===== config.mk =====
export PLATFORM = sky130hd
export DESIGN_NAME = decode_pipe_stage
export DESIGN_NICKNAME = d
export VERILOG_FILES = /design/src/rtl/decode_pipe_stage.sv
export SDC_FILE = /design/constraint.sdc
export NUM_CORES = 2
export LEC_CHECK = 0
export BUFFER_PORTS_ARGS = -buffer_cell sky130_fd_sc_hd__buf_2
export CAP_MARGIN = 10
export CORE_ASPECT_RATIO = 1.25
export CORE_UTILIZATION = 62
export DETAILED_ROUTE_END_ITERATION = 12
export PLACE_DENSITY_LB_ADDON = 0.05
export SLEW_MARGIN = 25
export SYNTH_ARGS = -nofsm -noshare
export SYNTH_HDL_FRONTEND = slang
export SYNTH_SLANG_ARGS = --single-unit

===== constraint.sdc =====
create_clock -name clk -period 2.04 [get_ports clk]
set_input_delay 0.102 -clock clk [delete_from_list [all_inputs] [get_ports clk]]
set_output_delay 0.102 -clock clk [all_outputs]
set_load 0.02 [all_outputs]

===== src/rtl/decode_pipe_stage.sv =====
// decode_pipe_stage: RISC-V subset decoder with register file, write-back bypass and ID/EX pipeline register.
module decode_pipe_stage #(
    parameter int XLEN      = 32,
    parameter int REG_COUNT = 32,
    parameter bit BYPASS    = 1'b1
) (
    input  logic            clk,
    input  logic            rst,
    input  logic [31:0]     instr_d,
    input  logic [XLEN-1:0] pc_d,
    input  logic [XLEN-1:0] pc_plus4_d,
    input  logic            valid_d,
    input  logic            stall_e,
    input  logic            flush_e,
    input  logic            reg_write_w,
    input  logic [4:0]      rd_w,
    input  logic [XLEN-1:0] result_w,
    output logic            valid_e,
    output logic            illegal_e,
    output logic            reg_write_e,
    output logic            alu_src_e,
    output logic            mem_write_e,
    output logic [1:0]      result_src_e,
    output logic            branch_e,
    output logic            jump_e,
    output logic [2:0]      alu_control_e,
    output logic [XLEN-1:0] rd1_e,
    output logic [XLEN-1:0] rd2_e,
    output logic [XLEN-1:0] imm_ext_e,
    output logic [XLEN-1:0] pc_e,
    output logic [XLEN-1:0] pc_plus4_e,
    output logic [4:0]      rs1_e,
    output logic [4:0]      rs2_e,
    output logic [4:0]      rd_e
);
    localparam bit SMALL = (REG_COUNT == 16);
    localparam int AW    = SMALL ? 4 : 5;

    typedef enum logic [2:0] {IMM_NONE, IMM_I, IMM_S, IMM_B, IMM_J, IMM_U} imm_src_t;

    typedef struct packed {
        logic            valid;
        logic            illegal;
        logic            reg_write;
        logic            alu_src;
        logic            mem_write;
        logic [1:0]      result_src;
        logic            branch;
        logic            jump;
        logic [2:0]      alu_control;
        logic [XLEN-1:0] rd1;
        logic [XLEN-1:0] rd2;
        logic [XLEN-1:0] imm_ext;
        logic [XLEN-1:0] pc;
        logic [XLEN-1:0] pc_plus4;
        logic [4:0]      rs1;
        logic [4:0]      rs2;
        logic [4:0]      rd;
    } idex_t;

    function automatic logic in_range(input logic [4:0] r);
        return !(SMALL && r[4]);
    endfunction

    logic [XLEN-1:0] rf [REG_COUNT];
    logic [4:0]      rs1, rs2, rd;
    logic [6:0]      opcode;
    logic [2:0]      funct3;
    logic [XLEN-1:0] rd1, rd2, imm_ext;
    logic [31:0]     imm32;
    imm_src_t        imm_src;
    logic            known, is_alu, is_r, bad_f3, illegal;
    logic            use_rs1, use_rs2, use_rd;
    logic            reg_write, alu_src, mem_write, branch, jump;
    logic [1:0]      result_src;
    logic [2:0]      alu_control;
    idex_t           d, q;

    assign rs1    = instr_d[19:15];
    assign rs2    = instr_d[24:20];
    assign rd     = instr_d[11:7];
    assign opcode = instr_d[6:0];
    assign funct3 = instr_d[14:12];

    // Indices beyond REG_COUNT are never written so they cannot alias onto low entries.
    always_ff @(posedge clk) begin
        if (rst) begin
            for (int i = 0; i < REG_COUNT; i++) rf[i] <= '0;
        end else if (reg_write_w && rd_w != 5'd0 && in_range(rd_w)) begin
            rf[rd_w[AW-1:0]] <= result_w;
        end
    end

    assign rd1 = (BYPASS && reg_write_w && rd_w == rs1 && rs1 != 5'd0) ? result_w :
                 (rs1 == 5'd0 || !in_range(rs1)) ? '0 : rf[rs1[AW-1:0]];
    assign rd2 = (BYPASS && reg_write_w && rd_w == rs2 && rs2 != 5'd0) ? result_w :
                 (rs2 == 5'd0 || !in_range(rs2)) ? '0 : rf[rs2[AW-1:0]];

    always_comb begin
        known      = 1'b1;
        is_alu     = 1'b0;
        is_r       = 1'b0;
        reg_write  = 1'b0;
        alu_src    = 1'b0;
        mem_write  = 1'b0;
        result_src = 2'b00;
        branch     = 1'b0;
        jump       = 1'b0;
        imm_src    = IMM_NONE;
        use_rs1    = 1'b0;
        use_rs2    = 1'b0;
        use_rd     = 1'b0;
        case (opcode)
            7'b0000011: begin
                reg_write = 1'b1; imm_src = IMM_I; alu_src = 1'b1; result_src = 2'b01;
                use_rs1 = 1'b1; use_rd = 1'b1;
            end
            7'b0100011: begin
                imm_src = IMM_S; alu_src = 1'b1; mem_write = 1'b1;
                use_rs1 = 1'b1; use_rs2 = 1'b1;
            end
            7'b0110011: begin
                reg_write = 1'b1; is_alu = 1'b1; is_r = 1'b1;
                use_rs1 = 1'b1; use_rs2 = 1'b1; use_rd = 1'b1;
            end
            7'b0010011: begin
                reg_write = 1'b1; imm_src = IMM_I; alu_src = 1'b1; is_alu = 1'b1;
                use_rs1 = 1'b1; use_rd = 1'b1;
            end
            7'b1100011: begin
                imm_src = IMM_B; branch = 1'b1;
                use_rs1 = 1'b1; use_rs2 = 1'b1;
            end
            7'b1101111: begin
                reg_write = 1'b1; imm_src = IMM_J; jump = 1'b1; result_src = 2'b10;
                use_rd = 1'b1;
            end
            7'b0110111: begin
                reg_write = 1'b1; imm_src = IMM_U; alu_src = 1'b1; result_src = 2'b11;
                use_rd = 1'b1;
            end
            default: known = 1'b0;
        endcase
    end

    always_comb begin
        alu_control = branch ? 3'b001 : 3'b000;
        bad_f3      = 1'b0;
        if (is_alu) begin
            case (funct3)
                3'b000:  alu_control = (is_r && instr_d[30]) ? 3'b001 : 3'b000;
                3'b111:  alu_control = 3'b010;
                3'b110:  alu_control = 3'b011;
                3'b010:  alu_control = 3'b101;
                default: bad_f3 = 1'b1;
            endcase
        end
    end

    assign illegal = !known || bad_f3 || (use_rs1 && !in_range(rs1)) ||
                     (use_rs2 && !in_range(rs2)) || (use_rd && !in_range(rd));

    assign imm32 = (imm_src == IMM_I) ? {{20{instr_d[31]}}, instr_d[31:20]} :
                   (imm_src == IMM_S) ? {{20{instr_d[31]}}, instr_d[31:25], instr_d[11:7]} :
                   (imm_src == IMM_B) ? {{19{instr_d[31]}}, instr_d[31], instr_d[7], instr_d[30:25], instr_d[11:8], 1'b0} :
                   (imm_src == IMM_J) ? {{11{instr_d[31]}}, instr_d[31], instr_d[19:12], instr_d[20], instr_d[30:21], 1'b0} :
                   (imm_src == IMM_U) ? {instr_d[31:12], 12'h000} : 32'd0;
    assign imm_ext = {{(XLEN-31){imm32[31]}}, imm32[30:0]};

    // Illegal instructions still travel down the pipe, but with every side effect removed.
    always_comb begin
        d             = '0;
        d.valid       = 1'b1;
        d.illegal     = illegal;
        d.reg_write   = reg_write && !illegal;
        d.alu_src     = alu_src;
        d.mem_write   = mem_write && !illegal;
        d.result_src  = result_src;
        d.branch      = branch && !illegal;
        d.jump        = jump && !illegal;
        d.alu_control = alu_control;
        d.rd1         = rd1;
        d.rd2         = rd2;
        d.imm_ext     = imm_ext;
        d.pc          = pc_d;
        d.pc_plus4    = pc_plus4_d;
        d.rs1         = rs1;
        d.rs2         = rs2;
        d.rd          = rd;
    end

    always_ff @(posedge clk) begin
        if (rst || flush_e || (!stall_e && !valid_d)) q <= '0;
        else if (!stall_e) q <= d;
    end

    assign valid_e       = q.valid;
    assign illegal_e     = q.illegal;
    assign reg_write_e   = q.reg_write;
    assign alu_src_e     = q.alu_src;
    assign mem_write_e   = q.mem_write;
    assign result_src_e  = q.result_src;
    assign branch_e      = q.branch;
    assign jump_e        = q.jump;
    assign alu_control_e = q.alu_control;
    assign rd1_e         = q.rd1;
    assign rd2_e         = q.rd2;
    assign imm_ext_e     = q.imm_ext;
    assign pc_e          = q.pc;
    assign pc_plus4_e    = q.pc_plus4;
    assign rs1_e         = q.rs1;
    assign rs2_e         = q.rs2;
    assign rd_e          = q.rd;
endmodule

* Yosys cells after proc, flatten, opt, wreduce, memory -nomap -nowiden
Memory sizes are Yosys's and may differ from the RTL's. Index checks and enable logic that the tools add are counted.
Storage, ports and cells: register bits after elaboration 187, RAM bits 1024, bits of input ports 139, output and inout bits 187, logic and storage cells 99, memories 1
Memory list:
- rf | depth 32, bits a word 32, rd ports 2, clocked after memory_dff 0, write ports 32, RTL line 65 | logic [XLEN-1:0] rf [REG_COUNT];
Cells by class: equality and inequality tests 17, multiplexer cells 33, reduce and logical (&&, ||, !) cells 31
Operators by type and width (number):
- 2-to-1 mux 32 bit | 10
- OR reduction 32 bit | 1
- equality test 7 x 6 -> 1 bit (second input constant) | 3
- 2-to-1 mux 1 bit | 18
- one-hot mux 3 bit (5 select lines) | 1
- nonzero test 5 bit | 3
- equality test 7 bit (second input constant) | 2
- equality test 3 bit (second input constant) | 4
- one-hot mux 3 bit (4 select lines) | 1
- logical AND 1 bit | 11
- equality test 5 bit | 2
- logical NOT 5 bit | 2
- equality test 3 x 2 -> 1 bit (second input constant) | 3
- OR reduction 4 bit | 2
- equality test 7 x 2 -> 1 bit (second input constant) | 1
- equality test 7 x 5 -> 1 bit (second input constant) | 1
- OR reduction 7 bit | 1
- one-hot mux 2 bit (3 select lines) | 1
- 2-to-1 mux 5 bit | 1
- OR reduction 5 bit | 1
- logical NOT 1 bit | 4
- OR reduction 2 bit | 2
- equality test 3 x 1 -> 1 bit (second input constant) | 1
- logical NOT 3 bit | 1
- other kinds (2) | 4

* Logic depth before layout (Yosys ltp)
depth in word-level cells 9, depth in mapped cells 10, depth with buffers taken out 5

* Least setup slack after synthesis
OpenSTA, ideal clock, no wires.
kind input port to flip-flop, from input port rd_w[2], to memory rf[9][0], enable pin, library setup time 0.375 ns, arrival time 1.488 ns, data required time 1.665 ns, path slack 0.177 ns, cell stages on the path 4, path buffers 1, cells stage by stage buf_2 -> or3b_2 -> nor2_1 -> or2_2
RTL lines:
- start, declared | RTL line 16 | input logic [4:0] rd_w,
- end, declared | RTL line 65

* Worst setup path after layout
from input port instr_d[19], to register q, in the netlist rd1_e[31]
Between the ends: word-level cells in the longest chain between the ends 4, elaborated cells on any way between the ends 8, those cells by class eq/ne: 1; mux: 2; reduce/logical: 4; memory: 1
Ends and longest elaborated chain:
- start, declared | RTL line 9 | input logic [31:0] instr_d,
- parallel branches: the longest is 3 deep, another holds memory read (32 x 32 bit)
- 2-to-1 mux 32 bit * | RTL line 94 | assign rd1 = (BYPASS && reg_write_w && rd_w == rs1 && rs1 != 5'd0) ? result_w :
- end signal, assigned | RTL line 193 | if (rst || flush_e || (!stall_e && !valid_d)) q <= '0;
- end signal, assigned | RTL line 194 | else if (!stall_e) q <= d;
- end, declared | RTL line 77 | idex_t d, q;
Every way passes the cells marked *. A chain may end at the register's enable or synchronous reset.

==> metrics.md <==
| Metric | Value |
|---|---|
| Gate power share | 12.4% |
| Longest Clk Path Bufs | 3 |
| Final setup vio count | 0 |
| Cell type with the largest total area after synthesis | edfxtp_1 |
| Antenna-violating nets left | 0 |
| CTS H-tree depth | 3 |
| Worst Tran Pin Value | 0.710 ns |
| Hold_ws | 0.0166 ns |
| Synth Cell Area | 61,400 um^2 |
| Slew Viols, Final | 0 |
| Input/output buffers | 325 |
| CP Launch Type | primary input |
| Ys async rst share | 0% |
| Most frequent cell after synthesis | edfxtp_1 |
| R2r setup slk | 0.10 ns |
| Share of cells above drive strength 1 | 30.0% |
| Period utilization | 96.9% |
| Tmin final | 1.98 ns |
| Final layout net count | 4,848 |
| Worst setup EP type | flip-flop |
| FF+latch count, synth | 1,211 |
| Final Skew | 0.0345 ns |
| Starting Density | 62.8% |
| Setup TNS | 0 ns |
| Max IR drop VDD | 0.664 mV |
| Reg power frac | 48.9% |
| Vias in the first global route | 41.8k |
| IO Count | 326 |
| CTS clock-pin slew for the worst setup and hold paths | 0.06 ns |
| Hold path cells | 2 |
| Final Hold Fails | 0 |
| Clock share of power | 38.7% |
| Pwr per Cell Area | 813 nW/um^2 |
| 1st-iter DRT viols | 4,763 |
| TritonCTS Buffers | 118 |
| Clock tree sinks | 1,211 |
| Crit path DAT | 2.56 ns |
| Ys Warns | 0 |
| Register area share after synthesis | 56.1% |
| Max cap viols | 0 |
| Gr usage total | 38.3% |
| DRT Pass-1 Iters | 9 |
| Worst Setup Path Type | primary input to flip-flop |
| Distinct cells, synth | 58 |
| Grt total ovfl | 0 |
| Die H | 354 um |
| Reg2reg path depth | 5 |
| P&R area growth vs syn | 17.7% |
| DIE WIDTH | 284 um |
| Vias | 41.2k |
| Vias per inst | 6.73 |
| DRC Markers | 0 |
| Die area | 100,000 um^2 |
| CP max FO | 17 |
| Status | complete, no violations |
| Top area cells in the synthesized netlist | edfxtp_1, mux4_2, and2_1, dfxtp_1, mux2i_1 |
| WL/cell | 31.3 um |
| P_sw | 14.2 mW |
| Synth cell count leaders | edfxtp_1, and2_1, mux4_2, clkbuf_1, mux2i_1 |
| Post-synthesis area per instance | 14.6 um^2 |
| Drt total wl | 191 mm |
| P_int | 44.6 mW |
| Initial antenna violation count | 11 |
| Final std cell area, no fill | 72,400 um^2 |
| Root buf cell | clkbuf_16 |
| Fmax | 506 MHz |
| Pin count of the biggest net entering global routing | 128 |
| Lkg Pwr | 26.7 nW |
| Net Sw Frac | 24.2% |
| Placed Area | 66,800 um^2 |
| Worst skew pair latency | 0.75 ns |
| Design Power | 58.8 mW |
| Routability cong. | 0.893 |
| Global-route wire length before repair | 276 mm |
| Fillcell total | 6,163 |
| Post-synth EDFFs | 1,024 |
| Standard-cell row count | 128 |
| Core area | 97,900 um^2 |
| Worst Hold Class | primary input to flip-flop |
| Yosys top cell area share | 50.0% |
| Slew HR | 52.7% |
| Req. time, crit path | 2.62 ns |
| DP HPWL | 121 mm |
| RSZ-0062 raised after global routing | false |
| Top FF cell, synth | edfxtp_1 |
| Post-Syn Instances | 4,199 |
| CTS tree | done |
[area by class of cell]
class                           instances  area (um^2)  area share, %
Sequential cell                      1211        34500           47.7
Multi-Input combinational cell       2578        25100           34.7
Timing Repair Buffer                  793         7050           9.74
Clock buffer                          164         3420           4.72
Tap cell                             1300         1630           2.25
Clock inverter                         61          627          0.866
Inverter                                7         28.8         0.0398
Antenna cell                            6         15.0         0.0208
[cell families after synthesis]
logic type,share of synthesized area [%]
xor+xnor,0.143
compound gates,4.63
mux,22.5
flops,56.1
simple gates,13.1
buf+inv,3.52
other cells,0.00610
[stage by stage]
step | util (%) | setup WS, ns | instances
floorplan | - | 0.177 | 4230
global placement | 68.2 | -0.730 | 5736
detailed placement | 68.2 | -0.306 | 5738
CTS | 73.9 | 0.0180 | 6113
global route | 73.9 | 0.0448 | 6117
finish | 73.9 | 0.0633 | 6120
[final timing paths]
kind	start	to
worst max-delay path	instr_d[19]	rd1_e[31]
worst min-delay path	result_w[30]	rf[5][30]
worst max register to register	rf[10][25]	rd2_e[25]
worst min register to register	imm_ext_e[28]	imm_ext_e[28]
[timing repair]
action	CTS	global route
gates resized for setup	0	4
hold buffers	150	0
setup buffers	0	1
endpoints found under the hold margin	276	0
setup endpoints to repair	0	207
[power groups by stage]
stage | clock network [mW] | registers, mW | logic [mW]
finish | 22.8 | 28.7 | 7.29
global route | 23.8 | 28.8 | 7.57
CTS | 22.9 | 28.7 | 7.16
detailed placement | 0 | 29.2 | 6.94
global placement | 0 | 29.1 | 6.88
floorplan | 0 | 29.1 | 4.21
[layout by cell type (no fill, tap or decap), types with 9 or more instances in the layout]
cell	count
a211o_1	12
a21oi_1	34
a22oi_1	48
a22oi_2	18
a31oi_1	68
a32oi_1	15
and2_1	995
buf_12	116
buf_2	315
buf_4	202
bufinv_16	12
clkbuf_1	22
clkbuf_16	124
clkbuf_8	16
clkinv_1	16
clkinv_2	22
conb_1	32
dfxtp_1	187
dlygate4sd3_1	150
edfxtp_1	1024
mux2i_1	228
mux4_2	512
nand2_1	62
nand3_1	9
nor2_1	112
nor2_2	16
nor2_4	12
nor2b_1	14
nor3_1	14
o21ai_0	79
o22ai_1	123
or2_2	36
or3_1	57
xnor2_1	10
[flip-flops by register name, summed over array words and instances (netlist names)]
register and flops:
jump_e 1, mem_write_e 1, valid_e 1, rd1_e 32, reg_write_e 1, rs1_e 5
rs2_e 5, rd2_e 32, branch_e 1, result_src_e 2, rd_e 5, alu_src_e 1
rf 1024, alu_control_e 3, pc_plus4_e 32, illegal_e 1, pc_e 32, imm_ext_e 32
[per-layer routing]
layer,part of all wire (%),track usage (%),vias to the layer above
met1,35,48.2,20700
met5,0.021,0,-
met3,11,9.51,623
met4,5.4,20.0,8
li1,-,-,17000
met2,48,62.1,2790
[worst max-delay path, stage by stage]
cell and delay [ns]:
dlygate4sd3_1 0.53, clkbuf_4 0.24, xnor2_1 0.18, nand4_1 0.21
buf_4 0.21, o211ai_1 0.43, buf_12 0.24, or3_1 0.29
a31oi_1 0.12
(Power assumes the default switching activity.)
